==> config.mk <==
export PLATFORM = sky130hd
export DESIGN_NAME = ram_loader
export DESIGN_NICKNAME = d
export VERILOG_FILES = /design/src/rtl/xiphos_mem_pkg.sv /design/src/rtl/ram_loader.sv
export SDC_FILE = /design/constraint.sdc
export NUM_CORES = 1
export LEC_CHECK = 0
export CAP_MARGIN = 20
export CORE_UTILIZATION = 51
export DETAILED_ROUTE_END_ITERATION = 16
export PLACE_DENSITY = 0.8
export SETUP_SLACK_MARGIN = 0.2
export SLEW_MARGIN = 25
export SYNTH_ARGS = -nofsm -noshare
export SYNTH_HDL_FRONTEND = slang
export SYNTH_SLANG_ARGS = --single-unit
==> constraint.sdc <==
create_clock -name clk -period 2.9 [get_ports clk]
set_input_delay 0.435 -clock clk [delete_from_list [all_inputs] [get_ports clk]]
set_output_delay 0.435 -clock clk [all_outputs]
set_load 0.02 [all_outputs]
==> src/rtl/xiphos_mem_pkg.sv <==
// ============================================================================
// Module      : xiphos_mem_pkg
// Description : Shared constants and loader FSM state encoding for the
//               4K x 16 data RAM subsystem.
// Revision    : 1.0 - initial release
// ============================================================================
`default_nettype none

package xiphos_mem_pkg;

    localparam int ADDR_W    = 12;
    localparam int DATA_W    = 16;
    localparam int RAM_DEPTH = 4096;

    typedef enum logic [2:0] {
        IDLE  = 3'd0,
        HI    = 3'd1,
        LO    = 3'd2,
        WRITE = 3'd3,
        DONE  = 3'd4
    } loader_state_t;

endpackage

`default_nettype wire

==> src/rtl/ram_loader.sv <==
// ============================================================================
// Module      : ram_loader
// Description : Packs a valid/ready byte stream into 16-bit words (high byte
//               first) and writes them to consecutive RAM addresses.
// Revision    : 1.0 - initial release
// ============================================================================
`default_nettype none

module ram_loader #(
    parameter int ADDR_W = xiphos_mem_pkg::ADDR_W,
    parameter int DATA_W = xiphos_mem_pkg::DATA_W
) (
    input  logic              clk,
    input  logic              rst_n,
    input  logic              start,
    input  logic              abort,
    input  logic [ADDR_W-1:0] base_addr,
    input  logic [ADDR_W:0]   count,
    input  logic [7:0]        byte_in,
    input  logic              byte_valid,
    output logic              byte_ready,
    output logic [DATA_W-1:0] ram_in,
    output logic [ADDR_W-1:0] ram_addr,
    output logic              ram_ld,
    output logic              busy,
    output logic              done,
    output logic [ADDR_W:0]   words_written
);
    import xiphos_mem_pkg::*;

    localparam logic [ADDR_W:0] c_one = {{ADDR_W{1'b0}}, 1'b1};

    loader_state_t     state_q, state_d;
    logic [ADDR_W-1:0] base_q, base_d;
    logic [ADDR_W:0]   count_q, count_d;
    logic [ADDR_W:0]   ww_q, ww_d;
    logic [7:0]        hi_q, hi_d;
    logic [DATA_W-1:0] ram_in_q, ram_in_d;
    logic [ADDR_W-1:0] ram_addr_q, ram_addr_d;

    // The write index and the words_written count always move together,
    // so a single counter serves both roles.
    always_comb begin
        state_d    = state_q;
        base_d     = base_q;
        count_d    = count_q;
        ww_d       = ww_q;
        hi_d       = hi_q;
        ram_in_d   = ram_in_q;
        ram_addr_d = ram_addr_q;
        byte_ready = 1'b0;
        ram_ld     = 1'b0;
        done       = 1'b0;

        case (state_q)
            IDLE: begin
                if (start && !abort) begin
                    base_d  = base_addr;
                    count_d = count;
                    ww_d    = '0;
                    state_d = (count == '0) ? DONE : HI;
                end
            end
            HI: begin
                byte_ready = 1'b1;
                if (abort) begin
                    state_d = IDLE;
                end else if (byte_valid) begin
                    hi_d    = byte_in;
                    state_d = LO;
                end
            end
            LO: begin
                byte_ready = 1'b1;
                if (abort) begin
                    state_d = IDLE;
                end else if (byte_valid) begin
                    ram_in_d   = {hi_q, byte_in};
                    ram_addr_d = base_q + ww_q[ADDR_W-1:0];
                    state_d    = WRITE;
                end
            end
            WRITE: begin
                if (abort) begin
                    state_d = IDLE;
                end else begin
                    ram_ld  = 1'b1;
                    ww_d    = ww_q + c_one;
                    state_d = (ww_q + c_one == count_q) ? DONE : HI;
                end
            end
            DONE: begin
                done    = 1'b1;
                state_d = IDLE;
            end
            default: state_d = IDLE;
        endcase
    end

    always_ff @(posedge clk or negedge rst_n) begin
        if (!rst_n) begin
            state_q    <= IDLE;
            base_q     <= '0;
            count_q    <= '0;
            ww_q       <= '0;
            hi_q       <= '0;
            ram_in_q   <= '0;
            ram_addr_q <= '0;
        end else begin
            state_q    <= state_d;
            base_q     <= base_d;
            count_q    <= count_d;
            ww_q       <= ww_d;
            hi_q       <= hi_d;
            ram_in_q   <= ram_in_d;
            ram_addr_q <= ram_addr_d;
        end
    end

    assign busy          = (state_q != IDLE);
    assign ram_in        = ram_in_q;
    assign ram_addr      = ram_addr_q;
    assign words_written = ww_q;

endmodule

`default_nettype wire
After elaboration in Yosys (flattened, before gate mapping)
Index checks and enable logic that the tools add are counted.
- flip-flop bits (word level): 77
- output and inout port bits: 45
- word-level logic and storage cells: 47
- $add $sub $neg: 2
- equal/unequal tests: 9
- mux-type cells: 16
- bitwise logic cells: 1
- reduce and logical (&&, ||, !) cells: 12
- operators by type and width (operator ; number):
    two-way mux 13 bit ; 2
    one-hot mux 13 bit (2 select lines) ; 1
    two-way mux 3 bit ; 8
    adder 13 x 1 -> 13 bit (second input constant) ; 1
    equality test 13 bit ; 1
    logical NOT 13 bit ; 1
    adder 12 bit ; 1
    one-hot mux 3 bit (4 select lines) ; 1
    AND reduction 3 bit ; 4
    equality test 3 x 2 -> 1 bit (second input constant) ; 2
    != test 3 bit (second input constant) ; 2
    two-way mux 1 bit ; 4
    != test 2 bit (second input constant) ; 2
    equality test 3 x 1 -> 1 bit (second input constant) ; 1
    equality test 3 bit (second input constant) ; 1
    logical NOT 3 bit ; 1
    nonzero test 3 bit ; 1
    AND reduction 2 bit ; 1
    nonzero test 2 bit ; 1
    OR reduction 2 bit ; 1
    logical AND 1 bit ; 1
    logical NOT 1 bit ; 1
    inverter 1 bit ; 1

Logic depth before layout (Yosys ltp)
Gate-level depths: netlist of run 1.
- word-level depth: 5
- depth in mapped cells: 9

Worst setup path after synthesis of run 1
No wires, ideal clock.
- kind: register to register
- from: reg ww_q[0], in the netlist words_written[0]
- to: reg state_q[2]
- library setup time: 0.111 ns
- arrival: 2.394 ns
- required time: 2.789 ns
- setup slack: 0.395 ns
- cell stages (with the launch flop): 8
- buffers on the path: 0
- period minus slack after synthesis: 2.505 ns
- cell sequence: dfrtp_1 ha_1 nand3_2 or2_0 or4b_1 a32oi_1 nand4_1 a2111oi_2
- cells in the longest elaborated chain, start to end: 5
- ends and longest elaborated chain (what ; RTL line ; text):
    start: declaration ; ram_loader.sv:36 ; logic [ADDR_W:0] ww_q, ww_d;
    start signal: assignment ; ram_loader.sv:113 ; ww_q <= ww_d;
    adder 13 x 1 -> 13 bit ; ram_loader.sv:89 ; state_d = (ww_q + c_one == count_q) ? DONE : HI;
    equality test 13 bit ; ram_loader.sv:89 ;
    two-way mux 3 bit ; ram_loader.sv:89 ;
    two-way mux 3 bit ; ram_loader.sv:84 ; if (abort) begin
    one-hot mux 3 bit (4 select lines) ; ram_loader.sv:55 ; case (state_q)
    end signal: assignment ; ram_loader.sv:110 ; state_q <= state_d;
    end: declaration ; ram_loader.sv:33 ; loader_state_t state_q, state_d;
Every way passes these cells.
A chain may end at the register's enable or synchronous reset.

Worst setup path after layout of run 1
Same ends and word-level chain as after synthesis.

==> flow_metrics.py, run 1 <==
metrics = {
    "synthesis": {
        "synth_area_leader_cell": "dfrtp_1",
        "syn_avg_cell_area_sq_um": 10.9,
        "synthDistinctLibCells": 54,
        "syn_inst": 365,
        "synth.top_cells.by_area": "dfrtp_1 (48%), mux2_2 (13%), ha_1 (3.8%)",
        "ys_seq_area_share_pct": 48.3,
        "yosys_warnings": 0,
        "synth_seq_cells": 77,
        "syn-num-nets": 416,
        "netlist.area_leader.share_pct": 48.3,
        "async_reset_ff_share_pct": 100,
        "ys.flop_type": "dfrtp_1",
        "mappedNetlistArea_sq_um": 3990,
        "synth_edf_count": 0,
    },
    "cells_and_area": {
        "fin_util_pct": 69.1,
        "layout_commonest_cell": "clkdlybuf4s50_1",
        "layout-drive-gt1-share_pct": 19.0,
        "layout_common_cells": "clkdlybuf4s50_1 (81), dfrtp_1 (75), mux2_2 (47)",
        "area_growth_pct": 28.5,
        "diodes": 0,
        "final_nets": 499,
        "fillers": 557,
    },
    "sta": {
        "slew_violations": 0,
        "whs_ns": 0.0880,
        "finalHoldViolations": 0,
        "tightestPinTransition_ns": 0.683,
        "finalSetupTns_ns": 0,
        "fin_worst_skew_ns": 0.00997,
        "min_period_ns": 2.55,
        "rsz0062_at_grt": "false",
        "maxSlewHeadroom_pct": 54.5,
        "setup_viol": 0,
        "fin_crit_sh_pct": 87.9,
        "max_freq_mhz": 392,
    },
    "die": {
        "fp.coreArea_sq_um": 7410,
        "dieArea_sq_um": 8170,
        "die_y_um": 90.4,
        "num_rows": 31,
        "io_pins": 83,
        "initial_utilization_pct": 53.8,
        "die_w_um": 90.4,
    },
    "power_and_ir_drop": {
        "seq_power_share_pct": 39.9,
        "ir_worst_vdd_mv": 0.374,
        "p_comb_share_pct": 41.2,
        "power.internal_mw": 2.87,
        "power_leakage_nw": 2.13,
        "swShare_pct": 35.5,
        "switching_power_mw": 1.58,
        "p_clk_share_pct": 18.9,
        "powerDensity_nw_per_um2": 868,
    },
    "clock_network": {
        "cts_made_buffers": 9,
        "cts.sinks": 77,
        "worstSkewPairLatency_ns": 0.35,
        "cts_setup_buffers": 0,
        "clockBufferDepth": 2,
        "path_clk_slew_ns": 0.08,
        "cts_tree": "yes",
        "root_buffer": "clkbuf_8",
        "cts_max_level": 3,
    },
    "routing": {
        "via_per_inst": 5.49,
        "wl_per_cell_um": 16.1,
        "met2_length_mm": 4.46,
        "dr.max_layer_used": "met4",
        "wl_met1_mm": 3.90,
        "remaining_drc_errors": 0,
        "met3_length_um": 312,
        "drtAntennaViolNets": 0,
        "routed_wl_mm": 8.88,
        "first_pass_iters": 4,
        "vias": 3032,
        "drt_iter0_markers": 151,
    },
    "grt": {
        "antenna_found_initial": 0,
        "overflow": 0,
        "grt_pass1_vias": 2959,
        "grt_pass1_wl_mm": 14.7,
        "grt_max_degree": 78,
        "grt_util_all_layers_pct": 23.0,
    },
    "placed_design": {
        "dp_hpwl_mm": 6.47,
        "routabilityCongestion": 0.933,
        "numPortBuffers": 82,
    },
    "critical_path": {
        "cp.required_ns": 3.14,
        "slowest_stage": "or4b_1",
        "r2r_start": "words_written[0]",
        "r2r_slack_ns": 0.35,
        "arrival_ns": 2.79,
        "end_kind": "flop",
        "worstSetupStartpointType": "flop",
        "cp_cell_sequence": "ha_2 -> nand3_2 -> or2_0 -> or4b_1 -> a32oi_2 -> nand4_1 -> a2111oi_2",
        "worstPathMaxFanout": 9,
        "worstSetupPathType": "flop to flop",
        "timing.critical_path.from": "words_written[0]",
        "max_stage_delay_ns": 0.53,
    },
    "outcome": {
        "status": "finished, final reports clean",
    },
    "flow_run": {
        "maxCapViolCount": 0,
    },
    "min_path": {
        "min_path_type": "input pin to asynchronous set/reset pin",
    },
}
-- flip-flops by register name, summed over array words and instances, names as in the netlist --
signal         count
hi_q               8
base_q            12
words_written     13
ram_in            16
ram_addr          12
state_q            3
count_q           13
-- layer usage --
metal | global-route usage (%) | vias up
li1 | - | 1469
met1 | 30.6 | 1471
met2 | 37.5 | 77
met3 | 4.12 | 15
met4 | 9.14 | 0
met5 | 0 | -
-- critical path, delay by kind of cell, from the launching register on --
family,cells,cell delay (ns)
simple gates,4,1.04
compound gates,2,0.65
fa+ha+maj,1,0.29
flops,1,0.45
-- cell type report --
class / count / area, sq um / share of cell area [%]
tap: 99 / 124 / 2.42
multi-input combinational: 265 / 1960 / 38.3
timing repair buffer: 86 / 865 / 16.9
clock buffer: 9 / 124 / 2.42
clock inverter: 7 / 83.8 / 1.64
sequential: 77 / 1930 / 37.7
inverter: 9 / 33.8 / 0.660
-- logic make-up after synthesis --
| logic type | Yosys count | share of synthesized area (%) |
|---|---|---|
| AND/OR/NAND/NOR | 108 | 14.3 |
| XOR/XNOR | 27 | 6.12 |
| multiplexers | 50 | 14.1 |
| buffers and inverters | 23 | 2.70 |
| AO/OA/AOI/OAI | 67 | 10.1 |
| adder cells (fa/ha/maj) | 13 | 4.27 |
| flip-flops | 77 | 48.3 |
-- per-stage QoR --
stage / cell area (sq um) / setup slack, ns / power, mW / cells
global route: 5120 / 0.218 / 4.72 / 552
CTS: 5100 / 0.202 / 4.49 / 552
global placement: 4900 / 0.348 / 3.55 / 536
floorplan: 3990 / 0.395 / 2.91 / 365
detailed placement: 4900 / 0.221 / 3.62 / 536
finish: 5120 / 0.350 / 4.45 / 552
-- power by group through the flow --
stage | combinational [mW] | sequential, mW | clock [mW]
floorplan | 0.959 | 1.95 | 0
global placement | 1.78 | 1.77 | 0
detailed placement | 1.83 | 1.79 | 0
CTS | 1.84 | 1.78 | 0.870
global route | 1.98 | 1.83 | 0.913
finish | 1.83 | 1.77 | 0.841
-- timing repair --
item,CTS,global route
resized for setup,0,4
endpoints found under the setup margin,0,1
hold buffers,0,0
-- synth_stat cells, types with 5 or more instances --
| cell | instances |
|---|---|
| nand4_1 | 5 |
| o31ai_1 | 8 |
| ha_1 | 12 |
| nand3_1 | 13 |
| xnor2_1 | 15 |
| mux2_2 | 47 |
| nand2_1 | 31 |
| nor2_1 | 19 |
| inv_1 | 8 |
| clkbuf_1 | 8 |
| o21ai_0 | 30 |
| xor2_1 | 11 |
| a21oi_1 | 10 |
| dfrtp_1 | 77 |
| nor2b_1 | 5 |
| nor3_1 | 10 |
-- final timing paths --
| kind | endpoint | cells after the start |
|---|---|---|
| hold reg to reg | ram_addr[4] | 2 |
| hold / removal | count_q[1] | 1 |
| max in group asynchronous | words_written[6] | 1 |
| setup / recovery | state_q[2] | 7 |
| min in group clk | ram_addr[4] | 2 |
| setup reg to reg | state_q[2] | 7 |
(Power assumes the default switching activity.)
==> run 2: changes to the inputs <==
Settings changed: CORE_UTILIZATION 51 to 63, DONT_BUFFER_PORTS from default to 1, PLACE_DENSITY 0.8 to 0.79.
==> flow_metrics.py, run 2 (same netlist as run 1, synthesis figures left out) <==
metrics = {
    "placed_design": {
        "dp_hpwl_mm": 5.59,
        "numPortBuffers": 0,
        "routabilityCongestion": 0.853,
    },
    "cells_and_area": {
        "area_growth_pct": 7.47,
        "layout-drive-gt1-share_pct": 22.7,
        "largest_reg_flops": 16,
        "diodes": 0,
        "final_nets": 426,
        "layout_commonest_cell": "dfrtp_1",
        "layout_common_cells": "dfrtp_1 (77), mux2_2 (47), nand2_1 (31)",
        "fillers": 433,
    },
    "power_and_ir_drop": {
        "powerDensity_nw_per_um2": 899,
        "power_mw": 3.85,
        "ir_worst_vdd_mv": 0.567,
        "power_leakage_nw": 1.85,
    },
    "critical_path": {
        "end_kind": "flop",
        "r2r_slack_ns": 0.47,
        "r2r_start": "words_written[1]",
        "arrival_ns": 2.67,
        "worstPathMaxFanout": 7,
        "cp.required_ns": 3.14,
        "worstSetupStartpointType": "flop",
        "reg2regPathDepth": 7,
        "worstSetupPathType": "flop to flop",
        "rr_endpoint": "state_q[2]",
    },
    "grt": {
        "grt_max_degree": 78,
        "overflow": 0,
        "grt_util_all_layers_pct": 26.0,
        "grt_pass1_vias": 2687,
        "antenna_found_initial": 0,
        "grt_pass1_wl_mm": 12.6,
    },
    "flow_run": {
        "maxCapViolCount": 0,
    },
    "routing": {
        "drtAntennaViolNets": 0,
        "vias": 2769,
        "wl_per_cell_um": 17.5,
        "remaining_drc_errors": 0,
        "drt_iter0_markers": 124,
        "routed_wl_mm": 7.93,
        "via_per_inst": 6.10,
        "first_pass_iters": 4,
    },
    "sta": {
        "rsz0062_at_grt": "false",
        "max_freq_mhz": 412,
        "fin_worst_skew_ns": 0.0125,
        "slew_violations": 0,
        "finalHoldViolations": 0,
        "maxSlewHeadroom_pct": 58.7,
        "min_period_ns": 2.43,
        "finalSetupTns_ns": 0,
        "setup_viol": 0,
        "tightestPinTransition_ns": 0.615,
        "fin_crit_sh_pct": 83.8,
    },
    "die": {
        "dieArea_sq_um": 6650,
        "initial_utilization_pct": 66.2,
        "io_pins": 83,
        "die_w_um": 81.5,
        "die_y_um": 81.5,
        "num_rows": 28,
        "fp.coreArea_sq_um": 6030,
    },
    "min_path": {
        "min_path_type": "input pin to flop",
        "min_path_cells": 1,
        "worstHoldStart": "abort",
        "min_to": "state_q[1]",
    },
    "clock_network": {
        "cts_max_level": 3,
        "cts-resized-gates": 0,
        "cts_setup_buffers": 0,
        "cts.sinks": 77,
        "cts_made_buffers": 9,
        "worstSkewPairLatency_ns": 0.35,
        "hold_buffers": 2,
        "root_buffer": "clkbuf_8",
        "clockBufferDepth": 2,
        "path_clk_slew_ns": 0.08,
        "cts_tree": "yes",
    },
    "outcome": {
        "status": "finished, final reports clean",
    },
}
## run 2: cell count changes in the layout (fill, tap and decap cells not counted), sizes merged
cell / previous run / this run
buf: 5 / 12
bufinv: 1 / 0
clkbuf: 9 / 11
clkdlybuf4s50: 81 / 0
dlygate4sd3: 0 / 1
inv: 10 / 8
## run 2: power breakdown
group | switching [mW] | total (mW) | internal [mW]
clock | 0.383 | 0.688 | 0.305
sequential | 0.513 | 2.01 | 1.50
combinational | 0.562 | 1.15 | 0.590
## run 2: layout make-up
cell class	count	area [sq um]	area share [%]
multi-input combinational	265	1950	45.6
timing repair buffer	13	120	2.80
tap	75	93.8	2.19
clock inverter	4	26.3	0.613
sequential	77	1930	45.0
clock buffer	11	131	3.07
inverter	9	33.8	0.789
## run 2: critical path, stage by stage, from the launching register on
cell and delay (ns):
dfrtp_1 0.36, ha_1 0.29, nand3_2 0.14, or2_0 0.25
or4b_1 0.50, a32oi_1 0.27, nand4_1 0.15, a2111oi_2 0.36
## run 2: per-stage QoR
stage / utilization [%] / cell area (sq um) / instances / hold slack, ns / setup slack [ns]
5_1_grt: 71.1 / 4280 / 454 / 0.131 / 0.347
4_1_cts: 71.1 / 4280 / 454 / 0.131 / 0.482
2_1_floorplan: - / 3990 / 365 / 0.139 / 0.395
3_5_place_dp: 67.9 / 4090 / 437 / 0.141 / 0.485
6_report: 71.1 / 4280 / 454 / 0.148 / 0.471
3_3_place_gp: 67.9 / 4090 / 437 / 0.141 / 0.531
## run 2: routing by layer
layer / track usage (%) / vias up / routed length [um]
met1: 33.9 / 1341 / 3400
met3: 7.89 / 14 / 604
met5: 0 / - / 0
met2: 40.3 / 90 / 3790
met4: 10.7 / 0 / 139
li1: - / 1324 / -
## run 2: worst max path at each step
| stage | start | to | slack [ns] | cells after the start |
|---|---|---|---|---|
| floorplan | words_written[0] | state_q[2] | 0.39 | 7 |
| global placement | words_written[0] | state_q[2] | 0.53 | 7 |
| detailed placement | words_written[0] | state_q[2] | 0.48 | 7 |
| CTS | words_written[1] | state_q[2] | 0.48 | 7 |
| global route | words_written[1] | state_q[2] | 0.35 | 7 |
| finish | words_written[1] | state_q[2] | 0.47 | 7 |
==> run 3: changes to the inputs <==
Settings changed: CORE_UTILIZATION 63 to 57, PLACE_DENSITY 0.79 to 0.75.
Clock period 2.9 ns to 2.2 ns, I/O delays scaled along.
==> flow_metrics.py, run 3 (same netlist as run 1, synthesis figures left out) <==
metrics = {
    "power_and_ir_drop": {
        "swShare_pct": 37.5,
        "power_mw": 5.45,
        "seq_power_share_pct": 48.7,
        "power_leakage_nw": 1.99,
        "switching_power_mw": 2.04,
        "p_comb_share_pct": 30.7,
        "ir_worst_vdd_mv": 0.509,
        "p_clk_share_pct": 20.6,
        "powerDensity_nw_per_um2": 1190,
        "power.internal_mw": 3.40,
    },
    "outcome": {
        "violations": "negative hold slack",
        "status": "finished, violations left",
    },
    "routing": {
        "via_per_inst": 5.94,
        "drtAntennaViolNets": 0,
        "vias": 2871,
        "first_pass_iters": 4,
        "routed_wl_mm": 8.51,
        "wl_per_cell_um": 17.6,
        "remaining_drc_errors": 0,
        "drt_iter0_markers": 106,
    },
    "grt": {
        "grt_max_degree": 78,
        "antenna_found_initial": 0,
        "grt_pass1_wl_mm": 13.7,
        "grt_util_all_layers_pct": 24.3,
        "overflow": 0,
        "grt_pass1_vias": 2783,
    },
    "critical_path": {
        "worstPathMaxFanout": 4,
        "end_kind": "flop",
        "cp_top_family": "simple AND/OR/NAND/NOR gates",
        "cp_cell_sequence": "ha_4 -> nand3_4 -> or2_4 -> or4b_4 -> a32oi_2 -> nand4_1 -> a2111oi_2",
        "slowest_stage": "or4b_4",
        "reg2regPathDepth": 7,
        "worstSetupStartpointType": "flop",
        "cp.depth": 7,
        "max_stage_delay_ns": 0.51,
        "crit_buf_inv": 0,
        "arrival_ns": 2.42,
        "worstSetupPathType": "flop to flop",
        "cp.required_ns": 2.45,
    },
    "sta": {
        "finalSetupTns_ns": 0,
        "fin_crit_sh_pct": 98.5,
        "fin_worst_skew_ns": 0.00723,
        "whs_ns": -0.353,
        "max_freq_mhz": 461,
        "setup_ws_ns": 0.0327,
        "rsz0062_at_grt": "true",
        "maxSlewHeadroom_pct": 71.2,
        "slew_violations": 0,
        "setup_viol": 0,
        "min_period_ns": 2.17,
        "finalHoldViolations": 77,
        "tightestPinTransition_ns": 0.431,
    },
    "clock_network": {
        "cts_tree": "yes",
        "cts_made_buffers": 9,
        "root_buffer": "clkbuf_8",
        "clockBufferDepth": 2,
        "path_clk_slew_ns": 0.09,
        "worstSkewPairLatency_ns": 0.36,
        "cts.sinks": 77,
        "cts_max_level": 3,
    },
    "cells_and_area": {
        "fin_cells": 483,
        "layout_common_cells": "dfrtp_1 (73), mux2_2 (47), buf_4 (35)",
        "area_growth_pct": 15.2,
        "final_nets": 449,
        "largest_reg_flops": 16,
        "multi_input_area_sq_um": 2040,
        "fillers": 546,
        "fin_util_pct": 68.0,
        "layout-drive-gt1-share_pct": 33.0,
        "regArea_sq_um": 1930,
        "final_area_sq_um": 4590,
        "diodes": 0,
        "layout_commonest_cell": "dfrtp_1",
    },
    "die": {
        "num_rows": 30,
        "io_pins": 83,
        "dieArea_sq_um": 7330,
        "die_w_um": 85.6,
        "initial_utilization_pct": 59.0,
        "fp.coreArea_sq_um": 6760,
        "die_y_um": 85.6,
    },
    "placed_design": {
        "routabilityCongestion": 0.870,
        "place_area_sq_um": 4250,
        "placed_cells": 459,
        "dp_hpwl_mm": 6.08,
        "numPortBuffers": 0,
        "dp_slack_ns": 0.00794,
    },
    "min_path": {
        "min_path_type": "input pin to asynchronous set/reset pin",
    },
    "flow_run": {
        "maxCapViolCount": 0,
    },
}
## run 3: cell count changes in the layout (fill, tap and decap cells not counted), moves of 3 or more
| cell | delta |
|---|---|
| buf_4 | +24 |
| dfrtp_1 | -4 |
| dfrtp_2 | +4 |
| ha_1 | -3 |
| ha_4 | +3 |
| o21ai_0 | -6 |
| o21ai_1 | +4 |
## run 3: layer usage
metal  global-route usage, %  vias to the layer above  wire [um]
met4                    10.8                        0        171
li1                        -                     1377          -
met1                    31.1                     1394       3710
met5                       0                        -          0
met3                    6.35                       18        481
met2                    39.1                       82       4150
## run 3: area by class of cell
type | instances | area share (%)
well taps | 80 | 2.18
flip-flops and latches | 77 | 42.1
repair buffers | 36 | 6.05
clock inverters | 7 | 1.80
multi-input cells | 265 | 44.5
inverters | 9 | 0.735
clock buffers | 9 | 2.70
## run 3: path summary, 6_finish.rpt
kind                                  start               end  slack (ns)
hold reg to reg                     hi_q[6]        ram_in[14]        0.51
min in group clk                      abort        state_q[1]        0.04
setup reg to reg           words_written[0]        state_q[2]        0.03
hold / removal                        rst_n           hi_q[6]       -0.35
setup / recovery           words_written[0]        state_q[2]        0.03
max in group asynchronous             rst_n  words_written[3]        2.43
## run 3: power groups by stage
stage	sequential [mW]	clock, mW	combinational, mW
3_5_place_dp	2.68	0	1.54
4_1_cts	2.65	1.14	1.61
2_1_floorplan	2.58	0	1.27
6_report	2.65	1.12	1.67
3_3_place_gp	2.65	0	1.49
5_1_grt	2.72	1.19	1.85
## run 3: repair_timing
item / in CTS / in global routing
resized for setup: 10 / 15
setup buffers: 4 / 4
hold endpoints to repair: 77 / 77
setup endpoints to repair: 7 / 9
pin swaps: 6 / 10
